## config.mk

```make
export PLATFORM = sky130hd
export DESIGN_NAME = spi_slave
export DESIGN_NICKNAME = d
export VERILOG_FILES = /design/src/rtl/spi_pkg.sv /design/src/rtl/spi_slave.sv
export SDC_FILE = /design/constraint.sdc
export NUM_CORES = 1
export LEC_CHECK = 0
export ABC_AREA = 1
export CAP_MARGIN = 20
export CORE_UTILIZATION = 27
export DETAILED_ROUTE_END_ITERATION = 7
export GPL_TIMING_DRIVEN = 0
export PLACE_DENSITY_LB_ADDON = 0.3
export SLEW_MARGIN = 15
export SYNTH_ARGS = -nofsm -noshare
export SYNTH_HDL_FRONTEND = slang
export SYNTH_SLANG_ARGS = --single-unit
```

## constraint.sdc

```tcl
create_clock -name CLK -period 1.6 [get_ports CLK]
set_clock_uncertainty 0.15 [all_clocks]
set_input_delay 0.32 -clock CLK [delete_from_list [all_inputs] [get_ports CLK]]
set_output_delay 0.32 -clock CLK [all_outputs]
set_load 0.005 [all_outputs]
```

## src/rtl/spi_pkg.sv

```systemverilog
// Shared definitions for the SPI slave.
//   SPI_WIDTH  : default word length in bits
//   SPI_CNT_W  : bit counter width for SPI_WIDTH
//   spi_word_t : one SPI word
package spi_pkg;

  localparam int SPI_WIDTH = 16;
  localparam int SPI_CNT_W = $clog2(SPI_WIDTH);

  typedef logic [SPI_WIDTH-1:0] spi_word_t;

endpackage

```

## src/rtl/spi_slave.sv

```systemverilog
// Single-clock SPI slave between an external SPI master and the AES cipher
// control logic. CLK is both the system clock and the SPI bit clock. While CS
// is low, one bit per posedge is shifted in on SDI and one bit is shifted out
// on SDO.
//
// Ports
//   CLK        : clock; all logic runs on posedge
//   RST_N      : synchronous active-low reset
//   CS         : chip select, active-low; high = idle / abort the current word
//   SDI        : serial data in, sampled on posedge CLK
//   SDO        : serial data out, registered; lags tx_sr by one cycle
//   DATA_IN    : word to transmit
//   DATA_OUT   : last completely received word, held until the next one
//   data_valid : load qualifier for DATA_IN
//   done_flag  : one-cycle pulse when DATA_OUT has just been updated
//
// Load qualifier: data_valid is sampled only on load cycles, which are every
// idle cycle (CS=1) and the word-end cycle. On a load cycle, data_valid=1
// loads DATA_IN into the transmit register and data_valid=0 loads zeros.
// Neither DATA_IN nor data_valid has any effect mid-word. There is no ready
// signal: the slave always accepts the qualifier on a load cycle.
//
// Configuration macro SPI_LSB_FIRST_EN: when defined, both directions are LSB
// first. When undefined (default), both directions are MSB first. Timing is
// identical in both builds.
module spi_slave
  import spi_pkg::*;
#(
  parameter int WIDTH = SPI_WIDTH
) (
  input  logic             CLK,
  input  logic             RST_N,
  input  logic             CS,
  input  logic             SDI,
  output logic             SDO,
  input  logic [WIDTH-1:0] DATA_IN,
  output logic [WIDTH-1:0] DATA_OUT,
  input  logic             data_valid,
  output logic             done_flag
);

  localparam int CNT_W = $clog2(WIDTH);
  localparam logic [CNT_W-1:0] LAST_BIT = CNT_W'(WIDTH - 1);

  logic [WIDTH-1:0] rx_sr;
  logic [WIDTH-1:0] tx_sr;
  logic [CNT_W-1:0] bit_cnt;

  logic [WIDTH-1:0] rx_next;
  logic [WIDTH-1:0] tx_shift;
  logic             tx_bit;
  logic [WIDTH-1:0] tx_load;

  // Bit-order dependent shift paths.
`ifdef SPI_LSB_FIRST_EN
  assign rx_next  = {SDI, rx_sr[WIDTH-1:1]};
  assign tx_bit   = tx_sr[0];
  assign tx_shift = tx_sr >> 1;
`else
  assign rx_next  = {rx_sr[WIDTH-2:0], SDI};
  assign tx_bit   = tx_sr[WIDTH-1];
  assign tx_shift = tx_sr << 1;
`endif

  assign tx_load = data_valid ? DATA_IN : '0;

  always_ff @(posedge CLK) begin
    if (!RST_N) begin
      rx_sr     <= '0;
      tx_sr     <= '0;
      bit_cnt   <= '0;
      DATA_OUT  <= '0;
      done_flag <= 1'b0;
      SDO       <= 1'b0;
    end else if (CS) begin
      // Idle or abort: any partial word is dropped and rx_sr keeps its value.
      // The transmit register is reloaded every idle cycle, so the first bit
      // is ready on the edge where CS falls.
      bit_cnt   <= '0;
      tx_sr     <= tx_load;
      SDO       <= 1'b0;
      done_flag <= 1'b0;
    end else begin
      rx_sr <= rx_next;
      SDO   <= tx_bit;
      if (bit_cnt == LAST_BIT) begin
        // Word end. Publish the full word, including the bit sampled on this
        // edge. Reload tx so the next word can follow without a CS gap.
        DATA_OUT  <= rx_next;
        done_flag <= 1'b1;
        bit_cnt   <= '0;
        tx_sr     <= tx_load;
      end else begin
        done_flag <= 1'b0;
        bit_cnt   <= bit_cnt + 1'b1;
        tx_sr     <= tx_shift;
      end
    end
  end

endmodule

```

==> flow_metrics.py <==
metrics = {
    "status": {
        "outcome": "finished clean",
    },
    "floorplanning": {
        "die_y_um": 88.2,
        "dieWidth_um": 88.2,
        "io_pins": 39,
        "coreArea_mm2": 0.00721,
        "start_util_pct": 27.8,
        "num_rows": 31,
        "dieArea_mm2": 0.00778,
    },
    "routing": {
        "drtAntennaViolNets": 0,
        "wl_per_cell_um": 10.0,
        "vias": 1743,
        "routed_wl_mm": 4.19,
        "drc": 0,
        "via_per_inst": 4.17,
        "drt_iter0_drc": 94,
        "dr.pass1.iters": 4,
    },
    "layout": {
        "antenna_cells": 0,
        "nNetsFinal": 340,
        "final_common_cell": "nand2_1",
        "final_cell_area_mm2": 0.00260,
        "regArea_mm2": 0.00108,
        "drive_gt1_share_pct": 11.9,
        "finish.utilization_pct": 36.1,
        "mostFrequentLayoutCells": "nand2_1, nor2_1, dfxtp_1",
        "multi_input_area_um2": 791,
        "nFillCells": 795,
        "synthToLayoutAreaGrowth_pct": 29.7,
    },
    "power_and_ir_drop": {
        "leakage_nw": 1.25,
        "vdd_drop_max_uv": 282,
        "p_per_area_mw_per_mm2": 905,
    },
    "logic_synthesis": {
        "ys_warn_count": 0,
        "syn-mean-instance-area_um2": 7.35,
        "ys_seq_area_share_pct": 52.9,
        "synth_nets": 295,
        "synthDistinctLibCells": 20,
        "syn_inst": 273,
        "ys_seq_elements": 53,
        "syn_area_mm2": 0.00201,
    },
    "timing": {
        "min_period_over_period_pct": 94.2,
        "setup_viol": 0,
        "tightest_slew_ns": 0.430,
        "slew_viol_final": 0,
        "slew_headroom_pct": 71.3,
        "grt_setup_unrepaired": "false",
        "max_freq_mhz": 663,
        "min_period_ns": 1.51,
        "finalHoldViolations": 0,
    },
    "global_route": {
        "grt_max_degree": 17,
        "grt_pass1_vias": 1546,
        "antenna_found_initial": 0,
        "gr-total-overflow": 0,
        "grt_use_total_pct": 11.8,
        "grt_pass1_wl_mm": 6.92,
    },
    "worst_setup_path": {
        "worstPathRequired_ns": 1.65,
        "worstSetupPathType": "primary input to register",
        "critPathMaxFanout": 10,
        "critPathCaptureType": "register",
        "start_kind": "primary input",
        "reg2reg_slack_ns": 0.13,
        "arrival_ns": 1.56,
    },
    "clocking": {
        "cts_max_level": 2,
        "clk_pin_slew_ns": 0.10,
        "cts_sinks": 53,
        "cts-root-buf": "clkbuf_8",
        "cts_tree": "built",
        "cts_inserted_buffers": 5,
        "clockBufferDepth": 2,
        "clock_latency_ns": 0.31,
    },
    "placement": {
        "placed_cell_area_mm2": 0.00249,
        "io_buffers": 36,
        "hpwlAfterDp_mm": 2.96,
        "globalplace.congestion": 0.744,
    },
    "run": {
        "cap_violations": 0,
    },
    "hold_path": {
        "hp-class": "primary input to register",
    },
}
-- cell usage after synthesis, drive strengths merged --
| cell type | number | area, um^2 |
|---|---|---|
| nand2 | 72 | 273 |
| nor2 | 69 | 267 |
| dfxtp | 53 | 1060 |
| inv | 21 | 78.8 |
| o21ai | 18 | 90.1 |
| a21oi | 13 | 65.1 |
| buf | 12 | 71.3 |
| nand3 | 10 | 62.6 |
| clkbuf | 2 | 8.75 |
| ha | 1 | 12.5 |
| nor3b | 1 | 7.51 |
| xor2 | 1 | 8.76 |
-- worst max-delay path: stages --
cell and delay, ns:
clkdlybuf4s50_1 0.51, inv_2 0.22, buf_2 0.26, nand3_1 0.13
nand2_1 0.09, nor2_1 0.04
-- cell type report --
type	instances	share of cell area, %
Sequential cell	53	41.4
Clock buffer	6	2.79
Multi-Input combinational cell	185	30.4
Tap cell	99	4.76
Clock inverter	2	0.577
Inverter	21	3.03
Timing Repair Buffer	38	14.0
Buffer	14	3.08
-- per-layer routing --
layer,track usage (%),vias to the layer above,routed length (um)
li1,-,923,-
met1,14.6,789,2100
met2,19.2,25,1880
met3,3.39,6,140
met4,4.84,0,76
met5,0,-,0
-- state kept, by name (all words and copies together) (netlist names) --
register,flops
DATA_OUT,16
SDO,1
bit_cnt,4
done_flag,1
rx_sr,15
tx_sr,16
-- kinds of logic (layout without fill, tap and decap cells) --
group	count (synthesis)	after routing	share of synthesized area, %
buffers and inverters	35	81	7.92
AO/OA/AOI/OAI	31	31	7.74
adder cells (fa/ha/maj)	1	1	0.624
AND/OR/NAND/NOR	152	152	30.4
XOR/XNOR	1	1	0.437
flip-flops	53	53	52.9
-- report_power, final --
group	total [mW]	internal (mW)	switching, mW
Sequential	1.38	1.37	0.0150
Combinational	0.229	0.100	0.128
Clock	0.741	0.309	0.432
-- worst paths after layout --
path	start	cells past startpoint	to
setup / recovery	CS	6	DATA_OUT[7]
hold / removal	RST_N	3	rx_sr[6]
setup reg to reg	bit_cnt[0]	7	tx_sr[2]
hold reg to reg	tx_sr[15]	2	SDO
-- per-stage QoR --
stage / cells / setup TNS (ns) / power (mW) / worst slack (ns) / hold WS [ns]
CTS: 416 / 0 / 2.38 / 0.00411 / 0.170
global route: 418 / 0 / 2.48 / 0.0148 / 0.199
detailed placement: 408 / -6.95 / 1.64 / -0.229 / 0.254
floorplan: 273 / 0 / 1.56 / 0.252 / 0.244
finish: 418 / 0 / 2.35 / 0.0928 / 0.174
global placement: 408 / -6.47 / 1.64 / -0.229 / 0.252
-- what timing repair did --
item                       CTS  global route
setup endpoints to repair   17             8
setup buffers                0             2
gates resized for setup     28             5
pin swaps                    0             1
hold buffers                 0             0
No activity file was read; power rests on OpenSTA's default activity.
